File: src/rtl/uart_pkg.sv
// Shared UART definitions: receiver/transmitter defaults and the receiver state encoding.
package uart_pkg;

   localparam int unsigned DefOversample = 16;
   localparam int unsigned DefDataBits   = 8;

   typedef enum logic [2:0] {
      StIdle   = 3'd0,
      StStart  = 3'd1,
      StData   = 3'd2,
      StParity = 3'd3,
      StStop   = 3'd4
   } uart_state_e;

endpackage

File: src/rtl/uart_sync2.sv
// Two-flop synchroniser for an asynchronous input; resets to 1 (idle level of a UART line).
module uart_sync2 (
   input  logic clk,
   input  logic reset_n,
   input  logic d_i,
   output logic q_o
);

   logic [1:0] sync_q;

   always_ff @(posedge clk or negedge reset_n) begin
      if (!reset_n) begin
         sync_q <= 2'b11;
      end else begin
         sync_q <= {sync_q[0], d_i};
      end
   end

   assign q_o = sync_q[1];

endmodule

File: src/rtl/uart_rx.sv
// Oversampling UART receiver (8N1 by default); mid-bit sampling, LSB first.
// Define UART_RX_PARITY_EN to add an even-parity bit and the parity_err output.
module uart_rx
   import uart_pkg::*;
#(
   parameter int unsigned OVERSAMPLE = DefOversample,
   parameter int unsigned DATA_BITS  = DefDataBits
) (
   input  logic                 clk,
   input  logic                 reset_n,
   input  logic                 baud_clk_en,
   input  logic                 rx_in,
   output logic [DATA_BITS-1:0] data_out,
   output logic                 rx_valid,
   output logic                 frame_err,
`ifdef UART_RX_PARITY_EN
   output logic                 parity_err,
`endif
   output logic                 rx_busy
);

   localparam int unsigned TickW = $clog2(OVERSAMPLE);
   localparam int unsigned BitW  = (DATA_BITS > 1) ? $clog2(DATA_BITS) : 1;
   localparam logic [TickW-1:0] HalfTick = TickW'(OVERSAMPLE / 2 - 1);
   localparam logic [TickW-1:0] LastTick = TickW'(OVERSAMPLE - 1);
   localparam logic [BitW-1:0]  LastBit  = BitW'(DATA_BITS - 1);

   uart_state_e          state_q;
   logic                 rx_s;
   logic                 rx_prev_q;
   logic [TickW-1:0]     tick_cnt_q;
   logic [BitW-1:0]      bit_cnt_q;
   logic [DATA_BITS-1:0] shreg_q;
   logic [DATA_BITS-1:0] data_q;
   logic                 rx_valid_q;
   logic                 frame_err_q;
   logic                 rx_busy_q;
`ifdef UART_RX_PARITY_EN
   logic                 par_bad_q;
   logic                 parity_err_q;
`endif

   uart_sync2 u_sync (
      .clk     (clk),
      .reset_n (reset_n),
      .d_i     (rx_in),
      .q_o     (rx_s)
   );

   always_ff @(posedge clk or negedge reset_n) begin
      if (!reset_n) begin
         state_q      <= StIdle;
         rx_prev_q    <= 1'b1;
         tick_cnt_q   <= '0;
         bit_cnt_q    <= '0;
         shreg_q      <= '0;
         data_q       <= '0;
         rx_valid_q   <= 1'b0;
         frame_err_q  <= 1'b0;
         rx_busy_q    <= 1'b0;
`ifdef UART_RX_PARITY_EN
         par_bad_q    <= 1'b0;
         parity_err_q <= 1'b0;
`endif
      end else begin
         rx_prev_q   <= rx_s;
         rx_valid_q  <= 1'b0;
         frame_err_q <= 1'b0;
`ifdef UART_RX_PARITY_EN
         parity_err_q <= 1'b0;
`endif
         unique case (state_q)
            // Edge, not level: a line stuck low after a frame error never retriggers.
            StIdle: begin
               if (rx_prev_q && !rx_s) begin
                  state_q    <= StStart;
                  tick_cnt_q <= '0;
                  rx_busy_q  <= 1'b1;
               end
            end
            StStart: begin
               if (baud_clk_en) begin
                  if (tick_cnt_q == HalfTick) begin
                     tick_cnt_q <= '0;
                     if (!rx_s) begin
                        state_q   <= StData;
                        bit_cnt_q <= '0;
                     end else begin
                        state_q   <= StIdle;
                        rx_busy_q <= 1'b0;
                     end
                  end else begin
                     tick_cnt_q <= tick_cnt_q + TickW'(1);
                  end
               end
            end
            StData: begin
               if (baud_clk_en) begin
                  if (tick_cnt_q == LastTick) begin
                     tick_cnt_q <= '0;
                     shreg_q    <= {rx_s, shreg_q[DATA_BITS-1:1]};
                     bit_cnt_q  <= bit_cnt_q + BitW'(1);
                     if (bit_cnt_q == LastBit) begin
`ifdef UART_RX_PARITY_EN
                        state_q <= StParity;
`else
                        state_q <= StStop;
`endif
                     end
                  end else begin
                     tick_cnt_q <= tick_cnt_q + TickW'(1);
                  end
               end
            end
`ifdef UART_RX_PARITY_EN
            StParity: begin
               if (baud_clk_en) begin
                  if (tick_cnt_q == LastTick) begin
                     tick_cnt_q <= '0;
                     par_bad_q  <= ^{shreg_q, rx_s};
                     state_q    <= StStop;
                  end else begin
                     tick_cnt_q <= tick_cnt_q + TickW'(1);
                  end
               end
            end
`endif
            StStop: begin
               if (baud_clk_en) begin
                  if (tick_cnt_q == LastTick) begin
                     tick_cnt_q <= '0;
                     state_q    <= StIdle;
                     rx_busy_q  <= 1'b0;
                     if (rx_s) begin
                        data_q     <= shreg_q;
                        rx_valid_q <= 1'b1;
`ifdef UART_RX_PARITY_EN
                        parity_err_q <= par_bad_q;
`endif
                     end else begin
                        frame_err_q <= 1'b1;
                     end
                  end else begin
                     tick_cnt_q <= tick_cnt_q + TickW'(1);
                  end
               end
            end
            default: begin
               state_q   <= StIdle;
               rx_busy_q <= 1'b0;
            end
         endcase
      end
   end

   assign data_out  = data_q;
   assign rx_valid  = rx_valid_q;
   assign frame_err = frame_err_q;
   assign rx_busy   = rx_busy_q;
`ifdef UART_RX_PARITY_EN
   assign parity_err = parity_err_q;
`endif

endmodule

File: config.mk
export PLATFORM = sky130hd
export DESIGN_NAME = uart_rx
export DESIGN_NICKNAME = d
export VERILOG_FILES = /design/src/rtl/uart_pkg.sv /design/src/rtl/uart_sync2.sv /design/src/rtl/uart_rx.sv
export SDC_FILE = /design/constraint.sdc
export NUM_CORES = 1
export LEC_CHECK = 0
export BUFFER_PORTS_ARGS = -buffer_cell sky130_fd_sc_hd__buf_2
export CORE_MARGIN = 10
export CORE_UTILIZATION = 41
export CTS_BUF_LIST = sky130_fd_sc_hd__clkbuf_4 sky130_fd_sc_hd__clkbuf_8 sky130_fd_sc_hd__clkbuf_16
export DETAILED_ROUTE_END_ITERATION = 10
export GPL_ROUTABILITY_DRIVEN = 0
export PLACE_DENSITY = 0.56
export SKIP_CTS_REPAIR_TIMING = 1
export SYNTH_ARGS = -nofsm -noshare
export SYNTH_HDL_FRONTEND = slang
export SYNTH_SLANG_ARGS = --single-unit
File: constraint.sdc
create_clock -name clk -period 2.05 [get_ports clk]
set_input_delay 0.205 -clock clk [delete_from_list [all_inputs] [get_ports clk]]
set_output_delay 0.205 -clock clk [all_outputs]
set_load 0.1 [all_outputs]
### After elaboration in Yosys (flattened, before gate mapping)

Cells that the tools add are included.
Widths: inputs -> output; s select.

* bits in read-only memories: 0
* memory bits (writable): 0
* logic and storage cells: 79
* input port bits: 4
* bits in latches: 0
* bits in registers: 32
* memories kept: 0
* output and inout port bits: 11

* add/subtract/negate cells: 2
* multipliers: 0
* equality and inequality tests: 17
* div/mod/pow operators: 0
* mux-type cells: 37
* shifts and indexed selects: 0
* bitwise gates (word level): 1
* order comparisons: 0
* reductions and logical operators: 12

Operator list (count)
* $mux 3: 13
* $mux 4: 5
* $ne 2x2->1 const B: 9
* $mux 1: 14
* $pmux 3 s4: 1
* $pmux 4 s3: 1
* $reduce_and 4->1: 2
* $reduce_and 8->1: 1
* $reduce_and 7->1: 1
* $eq 3x3->1 const B: 2
* $pmux 3 s2: 1
* $reduce_and 6->1: 1
* $add 4x1->4 const B: 1
* $eq 4x3->1 const B: 1
* $eq 4x4->1 const B: 1
* $ne 2x1->1 const B: 2
* $pmux 1 s4: 1
* $add 3x1->3 const B: 1
* $eq 3x1->1 const B: 1
* $eq 3x2->1 const B: 1
* $logic_not 3->1: 1
* $reduce_and 3->1: 1
* $reduce_bool 3->1: 1
* $mux 2: 1
* other kinds (5): 5

### Logic depth before layout (Yosys ltp)

Gate-level depths: netlist of the first run.

* word-level depth: 5
* depth in mapped cells: 6
* mapped depth without buffers: 6

### Cells and area by module

Synthesis of the first run repeated with hierarchy kept, for this count alone.

* cells, all modules: 139
* area, all modules: 1511.4 sq um

Modules (own cells, without submodules)
* uart_rx: sequential area each 752.0 sq um, area an instance 1458.9 sq um, cells each 137, times used 1
* uart_sync2: sequential area each 52.6 sq um, area an instance 52.6 sq um, cells each 2, times used 1

### Least setup slack after synthesis of the first run

No wires, ideal clock.

* path kind: register to register
* start: register tick_cnt_q[0]
* end: register state_q[1]
* arrival: 1556 ps
* setup slack: 366 ps
* clock period less this slack: 1684 ps
* path buffers: 0
* stages on the path, launching flop included: 7
* cell sequence: dfrtp_1 -> ha_1 -> nand2_1 -> o21ai_1 -> a2bb2oi_2 -> o211ai_2 -> mux2_1

* longest elaborated chain between the ends: 3
* elaborated cells between the ends (all ways): 6
* those cells by class: 5 x eq/ne; 1 x reduce/logical

Ends and longest elaborated chain
* start: declaration: RTL line uart_rx.sv:31 `logic [TickW-1:0] tick_cnt_q;`
* start signal: assignment: RTL line uart_rx.sv:93 `tick_cnt_q <= tick_cnt_q + TickW'(1);`
* start signal: assignment: RTL line uart_rx.sv:111 `tick_cnt_q <= tick_cnt_q + TickW'(1);`
* start signal: assignment: RTL line uart_rx.sv:144 `tick_cnt_q <= tick_cnt_q + TickW'(1);`
* $eq 4x4->1 or $eq 4x3->1 (tied branches): RTL line uart_rx.sv:99, uart_rx.sv:130, uart_rx.sv:83
* $ne 2x2->1 (no line)
* $reduce_and 8->1 (no line) *
* end signal: assignment: RTL line uart_rx.sv:107 `state_q <= StStop;`
* end signal: assignment: RTL line uart_rx.sv:132 `state_q <= StIdle;`
* end signal: assignment: RTL line uart_rx.sv:149 `state_q <= StIdle;`
* end: declaration: RTL line uart_rx.sv:28 `uart_state_e state_q;`

Mark *: on every way between the ends. The rest lies on a longest branch, timed or not.
A chain may end at the register's enable or synchronous reset.

### Worst setup path after layout of the first run

Ends and elaborated chain as after synthesis.

==> results of run 1 <==
layer usage:
metal  GRT usage (%)  part of all wire (%)
met5               0                     0
met4            5.19                   1.8
met3            3.97                   4.9
met2            17.0                    48
met1            12.7                    45
critical path, delay by kind of cell, from the launching register on:
kind | cells | cell delay (ns)
AOI/OAI and AO/OA | 3 | 0.59
adders and majority gates | 1 | 0.27
DFF | 1 | 0.40
muxes | 1 | 0.33
and+or+nand+nor | 1 | 0.15
final timing paths:
path / start / endpoint / cells past startpoint
min in group clk: rx_in / u_sync.sync_q[0]$_DFF_PN1_ / 1
hold reg to reg: u_sync.sync_q[0]$_DFF_PN1_ / u_sync.sync_q[1]$_DFF_PN1_ / 0
max in group asynchronous: reset_n / data_out[3]$_DFFE_PN0P_ / 1
setup / recovery: tick_cnt_q[0]$_DFFE_PN0P_ / state_q[1]$_DFFE_PN0P_ / 6
setup reg to reg: tick_cnt_q[0]$_DFFE_PN0P_ / state_q[1]$_DFFE_PN0P_ / 6
hold / removal: reset_n / frame_err$_DFF_PN0_ / 1
placed cells by master, fill, tap and decap left out, types with 2 or more instances in the layout:
cell type and count:
sky130_fd_sc_hd__dfrtp_1 29, sky130_fd_sc_hd__buf_2 14, sky130_fd_sc_hd__nor2_1 9, sky130_fd_sc_hd__nand2_1 8, sky130_fd_sc_hd__mux2_4 8, sky130_fd_sc_hd__mux2_2 8, sky130_fd_sc_hd__buf_4 7, sky130_fd_sc_hd__inv_1 6
sky130_fd_sc_hd__a21oi_1 6, sky130_fd_sc_hd__clkbuf_8 5, sky130_fd_sc_hd__nand2b_1 3, sky130_fd_sc_hd__nor4_1 3, sky130_fd_sc_hd__mux2i_1 3, sky130_fd_sc_hd__o31ai_1 3, sky130_fd_sc_hd__ha_1 3, sky130_fd_sc_hd__clkbuf_4 3
sky130_fd_sc_hd__dfstp_2 3, sky130_fd_sc_hd__nor3_1 2, sky130_fd_sc_hd__o22ai_1 2, sky130_fd_sc_hd__a211o_1 2, sky130_fd_sc_hd__a21o_1 2
registers in the layout (all words and copies together), names as in the netlist:
register / cells
state_q: 3
frame_err: 1
u_sync.sync_q: 2
rx_prev_q: 1
shreg_q: 8
tick_cnt_q: 4
rx_busy: 1
data_out: 8
bit_cnt_q: 3
rx_valid: 1
report_power, final:
group	internal, mW	total, mW	switching, mW
sequential	0.714	0.785	0.0710
clock	0.280	0.489	0.209
combinational	0.356	0.919	0.563
cells by family (layout without fill, tap and decap cells):
group | count (synthesis) | after routing
adder cells (fa/ha/maj) | 3 | 3
buffers and inverters | 13 | 36
AND/OR/NAND/NOR | 33 | 33
flip-flops | 32 | 32
multiplexers | 20 | 20
AO/OA/AOI/OAI | 26 | 26
stage by stage:
stage	instance area, um^2	std cells	util [%]
4_1_cts	1770	198	48.7
3_5_place_dp	1680	190	46.2
3_3_place_gp	1680	190	46.2
5_1_grt	1780	198	48.9
2_1_floorplan	1530	127	-
6_report	1780	198	48.9
cell type report:
cell class	instances	area (um^2)
Fill cell	333	1860
Tap cell	48	60.1
Timing Repair Buffer	21	123
Clock buffer	8	91.3
Sequential cell	32	805
Inverter	7	26.3
Multi-Input combinational cell	82	671
==> summary.md, run 1 <==
| Metric | Value |
|---|---|
| Status | finished, violations left |
| Violations in the final reports | negative hold slack |
| Num Clock Sinks | 32 |
| Setup Viol. Count Final | 0 |
| LEAKAGE | 0.887 nW |
| Post-DR wirelength/cell | 15.4 um |
| Post-synthesis compound-gate area fraction | 12.9% |
| Actual transition at the worst max-transition pin | 0.697 ns |
| CP Launch Type | register |
| Slowest CP cell | sky130_fd_sc_hd__dfrtp_1 |
| Core area | 3630 um^2 |
| Critical path required time | 2.21 ns |
| Synthesized-area fraction occupied by xor and xnor cells | 0% |
| Hold violation total from the final report | 29 |
| Total wire length | between 3000 and 4000 um |
| Largest buffer count on any clock path | 2 |
| Cell row count | 22 |
| Final clock period utilization by the worst path | 90.7% |
| Final Critical Period | 1.86 ns |
| Height of the die | ~81 um |
| Final total negative setup slack | 0 ns |
| Avg Cell Area, Syn | 12.0 um^2 |
| Die X-Extent | roughly 81 um |
| Total vias in the final route | between 1000 and 1500 |
| Post-Syn Instances | 127 |
| Post-synthesis register bit count | 32 |
| Total overflow reported by the global router | 0 |
| Layout cell share with drive strength beyond 1 | 38.0% |
| Count of unresolved DRC violations after routing | 0 |
| Worst-skew pair later-pin latency | 0.28 ns |
| Starting Density | 42.1% |
| Reported max-cap violation count | 0 |
| RSZ-0062 raised after global routing | no |
| Area contributors post-synth | sky130_fd_sc_hd__dfrtp_1 (47%), sky130_fd_sc_hd__mux2_4 (7.8%), sky130_fd_sc_hd__mux2_2 (5.9%) |
| Total power draw | ~2.2 mW |
| I/O pins | 15 |
| Worst IR drop on VDD | 0.482 mV |
| Number of pins exceeding their max-slew limit in the final report | 0 |
| Async set or reset register ratio after synthesis | 100% |
| Via count of the first global-routing pass | 1165 |
| CP cell instances | ha_1 -> nand2_1 -> o21ai_1 -> a2bb2oi_2 -> o211ai_2 -> mux2_1 |
| Number of nets in the synthesized netlist | 134 |
| CTS buffer count | 5 |
| Synthesized-area fraction occupied by and/or/nand/nor cells | a little under an eighth |
| Class of the tightest hold or removal check | input port to asynchronous set/reset pin |
| Worst-case setup slack after placement | 0.0890 ns |
| GR Util All Layers | 10.8% |
| Floorplan die area | 6580 um^2 |
| Clock Pin Slew Worst Setup and Hold Paths | 0.06 ns |
| Nets@finish | 156 |
| Yosys top cell area share | 47.4% |
| Yosys synthesis warning count | 0 |
| Start-to-end type of the worst setup path | register to register |
| Slack of the worst reg-to-reg path | between 0.15 and 0.2 ns |
| Smallest setup slack after layout | 0.191 ns |
| Register area share after synthesis | about 53% |
| Number of input and output port buffers inserted | 14 |
| Mux contribution to synthesized area | 16.4% |
| Final antenna diode count | 0 |
| Smallest hold slack | -0.0319 ns |
| Layout overhead on the synthesized area | 16.0% |
| Critical Path AT | 2.02 ns |
| Post-route clock skew | between 0.004 and 0.005 ns |
| Count of TritonRoute iterations in the first routing pass | 4 |
| Leading register cell type out of synthesis | sky130_fd_sc_hd__dfrtp_1 |
| Total standard cell area after synthesis | 1530 um^2 |
| Max Freq | 0.538 GHz |
| Drt initial violations | between 100 and 150 |
| Number of different library cells in the post-synthesis netlist | 41 |
| Adder-Cell Fraction of Synth Area | under 10% |
| Worst stage delay on the critical path | 0.40 ns |
| Depth of the CTS H-tree | 2 |
| Final HPWL from detailed placement | about 2200 um |
| Post-synth EDFFs | 0 |
| CP max FO | 4 |
| First-pass GRT wire length | between 5000 and 6000 um |
| Number of nets with antenna violations after detailed routing | 0 |
| Dominant combinational cell family by area after synthesis | multiplexers |
| Cell taking the most area after synthesis | sky130_fd_sc_hd__dfrtp_1 |
| TritonCTS clock tree | done |
| Dominant cell by count in the synthesized netlist | sky130_fd_sc_hd__dfrtp_1 |
| Kind of end point of the critical path | register |
| Clock root buffer master | sky130_fd_sc_hd__clkbuf_8 |
| Areal power density over the cells | 1240 nW/um^2 |
| Top cells by instance count after synthesis | sky130_fd_sc_hd__dfrtp_1 (29), sky130_fd_sc_hd__nor2_1 (9), sky130_fd_sc_hd__mux2_2 (8), sky130_fd_sc_hd__mux2_4 (8), sky130_fd_sc_hd__nand2_1 (8) |
| Number of antenna violations at the first check in global routing | 0 |
| Largest net degree at the start of global routing | 33 |
| Mean number of vias per cell | 5.30 |
| Relative slew slack | 53.5% |
Power figures use the tool's default switching activity.
==> run 2: changes to the inputs <==
- HOLD_SLACK_MARGIN: default -> 0.08
==> run 2 against run 1 <==
The run now ends clean. Final area up 1.1%. Sequential share of layout area down 0.51 points. Sequential power about the same. Maximum frequency about the same. Routed wire length up 0.52%. Register-to-register slack about the same. Sequential cell count unchanged. Clock skew about the same. Total power up 0.22%. Core utilization up 0.55 points. Via count up 0.29%. Critical path type unchanged.
==> summary.md, run 2 (synthesis gave the netlist of run 1 again) <==
| Metric | Value |
|---|---|
| Layout overhead on the synthesized area | 17.3% |
| Relative slew slack | 53.4% (-0.12 points) |
| Reported max-cap violation count | 0 (unchanged) |
| LEAKAGE | 0.895 nW (+0.94%) |
| Kind of end point of the critical path | register |
| Total overflow reported by the global router | 0 (unchanged) |
| Count of TritonRoute iterations in the first routing pass | 4 (unchanged) |
| Hold violation total from the final report | 0 (-100%) |
| Top library cells by usage in the layout, fill and taps aside | sky130_fd_sc_hd__dfrtp_1 (29), sky130_fd_sc_hd__buf_2 (14), sky130_fd_sc_hd__nor2_1 (9) |
| Worst stage delay on the critical path | 0.40 ns (about the same) |
| Critical Path AT | 2.03 ns (about the same) |
| Actual transition at the worst max-transition pin | 0.699 ns (+0.00185 ns) |
| P_sw | 0.845 mW (+0.26%) |
| CP Launch Type | register |
| Reg2reg start | tick_cnt_q[0]$_DFFE_PN0P_ |
| Areal power density over the cells | 1220 nW/um^2 (-0.90%) |
| Share of power burned in the clock network | 22.3% (about the same) |
| GR Util All Layers | 10.8% (unchanged) |
| TritonCTS clock tree | done |
| Depth of the CTS H-tree | 2 (unchanged) |
| Starting Density | 42.1% (unchanged) |
| Number of antenna violations at the first check in global routing | 0 (unchanged) |
| Number of input and output port buffers inserted | 14 (unchanged) |
| Setup Viol. Count Final | 0 (unchanged) |
| Final HPWL from detailed placement | 2230 um (unchanged) |
| Nets@finish | 158 (+1.3%) |
| Clock root buffer master | sky130_fd_sc_hd__clkbuf_8 |
| Max Freq | 0.538 GHz (about the same) |
| Core area | 3630 um^2 (unchanged) |
| Total wire length | 3070 um (+0.52%) |
| Worst IR drop on VDD | 0.482 mV (about the same) |
| I/O pins | 15 (unchanged) |
| Cell family with the largest share of critical-path delay | compound AO/OA/AOI/OAI gates |
| RSZ-0062 raised after global routing | no |
| Post-DR wirelength/cell | 15.4 um (-0.48%) |
| Total vias in the final route | 1053 (+0.29%) |
| Clock Pin Slew Worst Setup and Hold Paths | 0.06 ns (about the same) |
| Floorplan die area | 6580 um^2 (unchanged) |
| Capturing point of the worst reg2reg path | tick_cnt_q[3]$_DFFE_PN0P_ |
| Most common cell after layout, fill and taps aside | sky130_fd_sc_hd__dfrtp_1 |
| Routed met3 length | 151 um (+1.3%) |
| Final total negative setup slack | 0 ns (unchanged) |
| Highest signal layer in the routed design | met4 |
| Class of the tightest hold or removal check | input port to register |
| CTS buffer count | 5 (unchanged) |
| Internal power | 1.35 mW (+0.19%) |
| Final core utilization | 49.4% (+0.55 points) |
| Post-route clock skew | 0.00455 ns (+0.000158 ns) |
| Buf/Inv on CP | 1 (+1) |
| Switching share of power | 38.4% (about the same) |
| Largest buffer count on any clock path | 2 (unchanged) |
| Combinational share of power | 42.0% (about the same) |
| Count of unresolved DRC violations after routing | 0 (unchanged) |
| Layout cell share with drive strength beyond 1 | 37.5% (-0.50 points) |
| Worst Hold Depth | 2 |
| Start-to-end type of the worst setup path | register to register |
| Number of nets with antenna violations after detailed routing | 0 (unchanged) |
| Num Clock Sinks | 32 (unchanged) |
| Termination of the worst setup path | tick_cnt_q[3]$_DFFE_PN0P_ |
| Final clock period utilization by the worst path | 90.7% (about the same) |
| Final antenna diode count | 0 (unchanged) |
| Cell row count | 22 (unchanged) |
| CP max FO | 4 (unchanged) |
| Height of the die | 81.1 um (unchanged) |
| Slowest CP cell | sky130_fd_sc_hd__dfrtp_1 |
| Number of pins exceeding their max-slew limit in the final report | 0 (unchanged) |
| Length of routed wiring on met1 | 1400 um (+0.72%) |
| Detailed-routed wire length on met2 | 1470 um (+0.21%) |
| Die X-Extent | 81.1 um (unchanged) |
| Crit path depth | 7 (+1) |
| Largest net degree at the start of global routing | 33 (unchanged) |
| Launching element of the worst setup path | tick_cnt_q[0]$_DFFE_PN0P_ |
| Critical path required time | 2.22 ns (about the same) |
| Number of cell instances on the worst register-to-register path | 7 (+1) |
| Drt initial violations | 105 (-13%) |
| CP cell instances | ha_1 -> nand2_1 -> o21ai_1 -> a2bb2oi_2 -> buf_4 -> nor4_1 -> a211o_1 |
| Slack of the worst reg-to-reg path | 0.19 ns (about the same) |
| First-pass GRT wire length | 5510 um (unchanged) |
| Final Critical Period | 1.86 ns (+0.000900 ns) |
| Mean number of vias per cell | 5.27 (-0.72%) |
| Status | finished, final reports clean |
| Worst-skew pair later-pin latency | 0.28 ns (about the same) |
| Part of the power in registers | 35.7% (about the same) |
| Via count of the first global-routing pass | 1165 (unchanged) |
## run 2: cell types whose count changed in the layout (fill, tap and decap cells not counted), sizes merged
cell / previous run / this run
dlygate4sd3: 0 / 2
## run 2: cell type report
cell class                      count  area (um^2)
Tap cell                           48         60.1
Timing Repair Buffer               23          143
Multi-Input combinational cell     82          671
Clock buffer                        8         91.3
Fill cell                         331         1840
Sequential cell                    32          805
Inverter                            7         26.3
## run 2: per-stage QoR
stage	total power [mW]	cell area [um^2]	std cells	hold WS, ns	worst slack (ns)
3_3_place_gp	1.69	1680	190	0.277	0.175
6_report	2.20	1800	200	0.328	0.190
4_1_cts	2.21	1770	198	-0.0133	0.0696
3_5_place_dp	1.71	1680	190	0.286	0.0890
2_1_floorplan	1.46	1530	127	-0.0906	0.366
5_1_grt	2.35	1800	200	0.357	0.0274
## run 2: routing by layer
| metal | up-vias | GRT usage, % |
|---|---|---|
| li1 | 502 | - |
| met1 | 514 | 12.7 |
| met2 | 30 | 17.0 |
| met3 | 7 | 3.97 |
| met4 | 0 | 5.19 |
| met5 | - | 0 |
## run 2: worst min-delay path by stage
stage	startpoint	end
2_1_floorplan	reset_n	bit_cnt_q[0]$_DFFE_PN0P_
3_3_place_gp	reset_n	shreg_q[7]$_DFFE_PN0P_
3_5_place_dp	reset_n	shreg_q[7]$_DFFE_PN0P_
4_1_cts	reset_n	data_out[7]$_DFFE_PN0P_
5_1_grt	baud_clk_en	frame_err$_DFF_PN0_
6_report	baud_clk_en	tick_cnt_q[1]$_DFFE_PN0P_
## run 2: power groups by stage
stage               sequential, mW  combinational, mW  clock, mW
floorplan                    0.846              0.617          0
global placement             0.791              0.896          0
detailed placement           0.797              0.911          0
CTS                          0.786              0.915      0.505
global route                 0.798               1.02      0.528
finish                       0.785              0.924      0.489
